**src/rtl/core_pkg.sv**
```systemverilog
// Shared core types: XLEN, the canonical NOP, fetch entry layout and counter sizing.
package core_pkg;

    localparam int XLEN = 32;
    localparam logic [31:0] NOP_INSTR = 32'h0000_0013;

    typedef struct packed {
        logic [XLEN-1:0] pc;
        logic [31:0]     instr;
        logic            err;
    } fetch_entry_t;

    // Width needed to hold a count in the range 0..depth inclusive.
    function automatic int cnt_width(input int depth);
        return $clog2(depth + 1);
    endfunction

endpackage

```
**src/rtl/sync_fifo.sv**
```systemverilog
// Generic synchronous FIFO with flush, occupancy count and a registered head entry.
// Storage is a plain array so it can map onto distributed or block RAM.
module sync_fifo
    import core_pkg::cnt_width;
#(
    parameter type T          = logic [7:0],
    parameter int  DEPTH      = 4,
    localparam int CW         = cnt_width(DEPTH),
    localparam int AW         = (DEPTH > 1) ? $clog2(DEPTH) : 1
) (
    input  logic          clk,
    input  logic          rst,
    input  logic          flush_i,
    input  logic          push_i,
    input  T              wdata_i,
    input  logic          pop_i,
    output T              head_o,
    output logic [CW-1:0] count_o,
    output logic          full_o,
    output logic          empty_o
);

    T              mem [DEPTH];
    T              head_q, head_d;
    logic [AW-1:0] wr_ptr_q, wr_ptr_d;
    logic [AW-1:0] rd_ptr_q, rd_ptr_d;
    logic [CW-1:0] count_q, count_d;
    logic          do_push, do_pop;

    assign empty_o = (count_q == '0);
    assign full_o  = (count_q == CW'(DEPTH));
    assign count_o = count_q;
    assign head_o  = head_q;

    // A full FIFO still accepts a push when the head leaves in the same cycle.
    assign do_pop  = pop_i && !empty_o;
    assign do_push = push_i && (!full_o || do_pop);

    always_comb begin
        wr_ptr_d = wr_ptr_q;
        rd_ptr_d = rd_ptr_q;
        count_d  = count_q + CW'(do_push) - CW'(do_pop);
        head_d   = head_q;
        if (do_push) wr_ptr_d = wr_ptr_q + AW'(1);
        if (do_pop)  rd_ptr_d = rd_ptr_q + AW'(1);

        // Head tracks the oldest entry; the pushed word goes straight to it
        // whenever it becomes the only entry.
        if (flush_i || count_d == '0) begin
            head_d   = '0;
        end else if (empty_o || (do_pop && count_q == CW'(1))) begin
            head_d   = wdata_i;
        end else if (do_pop) begin
            head_d   = mem[rd_ptr_q + AW'(1)];
        end

        if (flush_i) begin
            wr_ptr_d = '0;
            rd_ptr_d = '0;
            count_d  = '0;
        end
    end

    always_ff @(posedge clk) begin
        if (do_push && !flush_i) mem[wr_ptr_q] <= wdata_i;
    end

    always_ff @(posedge clk) begin
        if (rst) begin
            wr_ptr_q <= '0;
            rd_ptr_q <= '0;
            count_q  <= '0;
            head_q   <= '0;
        end else begin
            wr_ptr_q <= wr_ptr_d;
            rd_ptr_q <= rd_ptr_d;
            count_q  <= count_d;
            head_q   <= head_d;
        end
    end

endmodule

```
**src/rtl/if_prefetch_queue.sv**
```systemverilog
// Instruction prefetch queue: credit-limited fetch requests, in-order responses into a FIFO,
// stale-response discard after redirects. Build option IF_PFQ_PERF_EN enables perf counters.
module if_prefetch_queue
    import core_pkg::cnt_width;
#(
    parameter int              XLEN     = 32,
    parameter int              DEPTH    = 4,
    parameter logic [XLEN-1:0] RESET_PC = '0
) (
    input  logic            clk,
    input  logic            rst,
    input  logic            redirect_i,
    input  logic [XLEN-1:0] redirect_pc_i,
    output logic            imem_req_o,
    output logic [XLEN-1:0] imem_addr_o,
    input  logic            imem_gnt_i,
    input  logic            imem_rvalid_i,
    input  logic [31:0]     imem_rdata_i,
    input  logic            imem_err_i,
    output logic            valid_o,
    input  logic            ready_i,
    output logic [XLEN-1:0] pc_o,
    output logic [31:0]     instr_o,
    output logic            err_o,
    output logic [31:0]     perf_fetched_o,
    output logic [31:0]     perf_discarded_o
);

    localparam int CW = cnt_width(DEPTH);

    typedef struct packed {
        logic [XLEN-1:0] pc;
        logic [31:0]     instr;
        logic            err;
    } entry_t;

    logic [XLEN-1:0] fetch_pc_q, fetch_pc_d;
    logic [XLEN-1:0] resp_pc_q, resp_pc_d;
    logic [CW-1:0]   outstanding_q, outstanding_d;
    logic [CW-1:0]   discard_q, discard_d;
    logic [CW-1:0]   fifo_count;
    logic            fifo_full, fifo_empty;
    logic [CW:0]     in_use;
    logic [XLEN-1:0] redirect_pc_aligned;
    logic            grant, resp_keep, fifo_pop;
    entry_t          push_entry, head;

    // Slots already spoken for: queued entries plus responses still to be kept.
    assign in_use     = {1'b0, fifo_count} + {1'b0, outstanding_q} - {1'b0, discard_q};
    assign imem_req_o = !rst && !redirect_i && !fifo_full && (in_use < (CW+1)'(DEPTH));
    assign imem_addr_o = fetch_pc_q;
    assign grant      = imem_req_o && imem_gnt_i;

    assign redirect_pc_aligned = redirect_pc_i & ~(XLEN'(3));
    assign resp_keep  = imem_rvalid_i && (discard_q == '0) && !redirect_i;
    assign fifo_pop   = valid_o && ready_i && !redirect_i;
    assign push_entry = '{pc: resp_pc_q, instr: imem_rdata_i, err: imem_err_i};

    always_comb begin
        outstanding_d = outstanding_q + CW'(grant) - CW'(imem_rvalid_i);
        fetch_pc_d    = fetch_pc_q;
        resp_pc_d     = resp_pc_q;
        discard_d     = discard_q;
        if (redirect_i) begin
            fetch_pc_d = redirect_pc_aligned;
            resp_pc_d  = redirect_pc_aligned;
            // Everything still in flight belongs to the old stream.
            discard_d  = outstanding_q - CW'(imem_rvalid_i);
        end else begin
            if (grant)                                 fetch_pc_d = fetch_pc_q + XLEN'(4);
            if (imem_rvalid_i && discard_q != '0)      discard_d  = discard_q - CW'(1);
            if (resp_keep)                             resp_pc_d  = resp_pc_q + XLEN'(4);
        end
    end

    always_ff @(posedge clk) begin
        if (rst) begin
            fetch_pc_q    <= RESET_PC;
            resp_pc_q     <= RESET_PC;
            outstanding_q <= '0;
            discard_q     <= '0;
        end else begin
            fetch_pc_q    <= fetch_pc_d;
            resp_pc_q     <= resp_pc_d;
            outstanding_q <= outstanding_d;
            discard_q     <= discard_d;
        end
    end

    sync_fifo #(
        .T     (entry_t),
        .DEPTH (DEPTH)
    ) u_fifo (
        .clk     (clk),
        .rst     (rst),
        .flush_i (redirect_i),
        .push_i  (resp_keep),
        .wdata_i (push_entry),
        .pop_i   (fifo_pop),
        .head_o  (head),
        .count_o (fifo_count),
        .full_o  (fifo_full),
        .empty_o (fifo_empty)
    );

    assign valid_o = !fifo_empty;
    assign pc_o    = head.pc;
    assign instr_o = head.instr;
    assign err_o   = head.err;

`ifdef IF_PFQ_PERF_EN
    logic        resp_drop;
    logic [31:0] perf_fetched_q, perf_discarded_q;

    // Responses landing in a redirect cycle belong to the abandoned stream.
    assign resp_drop = imem_rvalid_i && !resp_keep;

    always_ff @(posedge clk) begin
        if (rst) begin
            perf_fetched_q   <= '0;
            perf_discarded_q <= '0;
        end else begin
            perf_fetched_q   <= perf_fetched_q + 32'(resp_keep);
            perf_discarded_q <= perf_discarded_q + 32'(resp_drop);
        end
    end

    assign perf_fetched_o   = perf_fetched_q;
    assign perf_discarded_o = perf_discarded_q;
`else
    assign perf_fetched_o   = '0;
    assign perf_discarded_o = '0;
`endif

endmodule

```
**config.mk**
```make
export PLATFORM = sky130hd
export DESIGN_NAME = if_prefetch_queue
export DESIGN_NICKNAME = d
export VERILOG_FILES = /design/src/rtl/core_pkg.sv /design/src/rtl/sync_fifo.sv /design/src/rtl/if_prefetch_queue.sv
export SDC_FILE = /design/constraint.sdc
export NUM_CORES = 1
export LEC_CHECK = 0
export CAP_MARGIN = 10
export CORE_ASPECT_RATIO = 1.1
export CORE_MARGIN = 2
export CORE_UTILIZATION = 43
export CTS_BUF_LIST = sky130_fd_sc_hd__clkbuf_8
export CTS_CLUSTER_SIZE = 14
export DETAILED_ROUTE_END_ITERATION = 12
export GPL_TIMING_DRIVEN = 0
export HOLD_SLACK_MARGIN = 0.03
export PLACE_DENSITY = 0.65
export SLEW_MARGIN = 10
export SYNTH_ARGS = -nofsm -noshare
export SYNTH_HDL_FRONTEND = slang
export SYNTH_SLANG_ARGS = --single-unit
```
**constraint.sdc**
```tcl
create_clock -name clk -period 5.05 [get_ports clk]
set_clock_uncertainty 0.1 [all_clocks]
set_input_delay 0.7575 -clock clk [delete_from_list [all_inputs] [get_ports clk]]
set_output_delay 0.7575 -clock clk [all_outputs]
set_load 0.05 [all_outputs]
```
==> metrics.txt <==
outcome=finished clean; DIE HEIGHT=209 um; cell count after synthesis=1176; Worst Tran Pin Value=1.03 ns; Post-Syn Area per Cell=14.0 um^2; placed cell areas=19100 um^2; global route total overflow=0; DR WL/cell=19.1 um; commonest non-fill, non-tap cell in the layout=edfxtp_1; crit path kind=reg2out; share of layout cells above drive strength 1=0.163; critical path peak fanout=10; Initial Utilization=0.433; CTS buffer count=60; PD cells=357 nW/um^2; Vias/cell=5.22; routability cong.=0.873; worst path arrival time=3.99 ns; async set-reset flop share out of synthesis=0; Die Span X=190 um; H-tree levels=2; postcts setup bufs=0; max cap viols=0; Fmax=206 MHz; Initial DRT Pass Iterations=7; Worst Setup Start Kind=flop; Layout Nets=1564; die area=39800 um^2; Starting DRT DRC Count=667; DRC viols=0; Rows=75; largest net degree at the start of global routing=42; area delta synth->final=23.9%; number of vias after detailed routing=10.6k; hold buffer count at CTS=0; initial antenna violation count=0; # setup viols final=0; Peak VDD IR=0.000162 V; Yosys reg bits=388; Worst EP required=4.19 ns; register area share after synthesis=0.627; Distinct cells, synth=56; dpl cells=1910; number of global-route vias before repair=10.4k; Longest Clk Path Bufs=3; DPL Wire Length=26400 um; leak pwr=0.00748 uW; ys flop type=edfxtp_1; clk slew on worst S/H paths=0.06 ns; worst min path class=reg2reg; Ports=234; EDFF count, synth=252; GRT Overall Usage=0.193; slew margin rel.=0.313; CTS tree=yes; minimum clock period=4.85 ns; non-filler cells, final=2023; most frequent cells in the layout=edfxtp_1 (252), clkdlybuf4s50_1 (162), dfxtp_1 (136); Final Hold Viols=0; n_diodes=0; CTS Sinks=388; Netlist Area Pre-Place=16400 um^2; final WL=38700 um; post-route cell area=20300 um^2; first-pass GRT wire length=59200 um; YS warnings=0; Crit. End Element=output port; CTS Root Cell=clkbuf_8; Pins Over Slew Limit=0; core outline area=37900 um^2; fin crit share=0.961; Antenna Violating Nets Remaining=0; RSZ-0062 raised after global routing=false; Port Buffer Count=163; Worst-Skew Late Latency=0.61 ns
state kept, by name (all words and copies together), names as in the netlist:
| register | cells |
|---|---|
| u_fifo.wr_ptr_q | 2 |
| u_fifo.head_o | 63 |
| outstanding_q | 3 |
| imem_addr_o | 30 |
| u_fifo.mem | 252 |
| discard_q | 3 |
| u_fifo.count_o | 3 |
| resp_pc_q | 30 |
| u_fifo.rd_ptr_q | 2 |
worst paths after layout:
| kind | endpoint | slack (ns) | cells past startpoint | startpoint |
|---|---|---|---|---|
| setup reg to reg | u_fifo.head_o[21] | 0.73 | 9 | u_fifo.count_o[2] |
| setup / recovery | imem_req_o | 0.20 | 10 | u_fifo.count_o[1] |
| hold / removal | u_fifo.head_o[37] | 0.35 | 2 | u_fifo.head_o[37] |
| hold reg to reg | u_fifo.head_o[37] | 0.35 | 2 | u_fifo.head_o[37] |
routing by layer:
layer	routed length, um	vias up	global-route usage
li1	-	4941	-
met1	16800	5183	0.266
met2	18600	375	0.317
met3	2600	55	0.0334
met4	682	0	0.0516
met5	0	-	0
cells by family after synthesis:
| group | count (synthesis) | share of synthesized area |
|---|---|---|
| AND/OR/NAND/NOR | 224 | 0.0685 |
| adder cells (fa/ha/maj) | 21 | 0.0178 |
| AO/OA/AOI/OAI | 200 | 0.0898 |
| buffers and inverters | 188 | 0.0589 |
| flip-flops | 388 | 0.627 |
| other | 1 | 0.000228 |
| multiplexers | 103 | 0.111 |
| XOR/XNOR | 51 | 0.0272 |
worst max-delay path, cell delays in order (launching register included):
cell and delay (ns):
dfxtp_1 0.39, inv_1 0.13, fa_1 0.51, inv_1 0.05, ha_1 0.27, and3b_1 0.22, nor4_4 0.45, clkbuf_1 0.44
nor2_1 0.12, nor3_1 0.23, dlygate4sd2_1 0.58
layout make-up:
type,instances,area [um^2]
Inverter,58,218
Timing Repair Buffer,167,1730
Fill cell,3237,17600
Multi-Input combinational cell,667,5450
Tap cell,500,626
Clock inverter,32,169
Buffer,130,749
Sequential cell,388,10300
Clock buffer,81,1110
Yosys cell counts, types with 32 or more instances:
| cell type | instances | area share |
|---|---|---|
| a211oi_1 | 43 | 0.020 |
| a21boi_0 | 37 | 0.017 |
| a21oi_1 | 47 | 0.014 |
| buf_4 | 68 | 0.031 |
| clkbuf_1 | 44 | 0.010 |
| dfxtp_1 | 136 | 0.17 |
| edfxtp_1 | 252 | 0.46 |
| inv_1 | 57 | 0.013 |
| mux2i_1 | 40 | 0.024 |
| mux4_2 | 63 | 0.086 |
| nand2_1 | 32 | 0.0073 |
| nor2_1 | 81 | 0.019 |
| xnor2_1 | 38 | 0.020 |
through the flow:
| stage | TNS, ns | hold slack [ns] | total power (uW) | setup slack (ns) | util |
|---|---|---|---|---|---|
| final | 0 | 0.348 | 7250 | 0.198 | 0.537 |
| after global routing | 0 | 0.377 | 7520 | 0.00794 | 0.537 |
| after CTS | 0 | 0.354 | 7310 | 0.191 | 0.537 |
| after detailed placement | 0 | 0.347 | 4610 | 0.197 | 0.503 |
| after global placement | -181.58 | 0.342 | 4590 | -0.649 | 0.499 |
| after floorplan | 0 | 0.403 | 4290 | 0.824 | - |
power by group:
group	internal [uW]	switching, uW
Combinational	329	628
Sequential	3500	103
Clock	1480	1210
repair_timing:
| item | 4_1_cts | 5_1_grt |
|---|---|---|
| endpoints found under the hold margin | 0 | 0 |
| gates resized for setup | 2 | 0 |
| setup endpoints to repair | 1 | 0 |
Note: power is estimated with default switching activity, not from simulation.
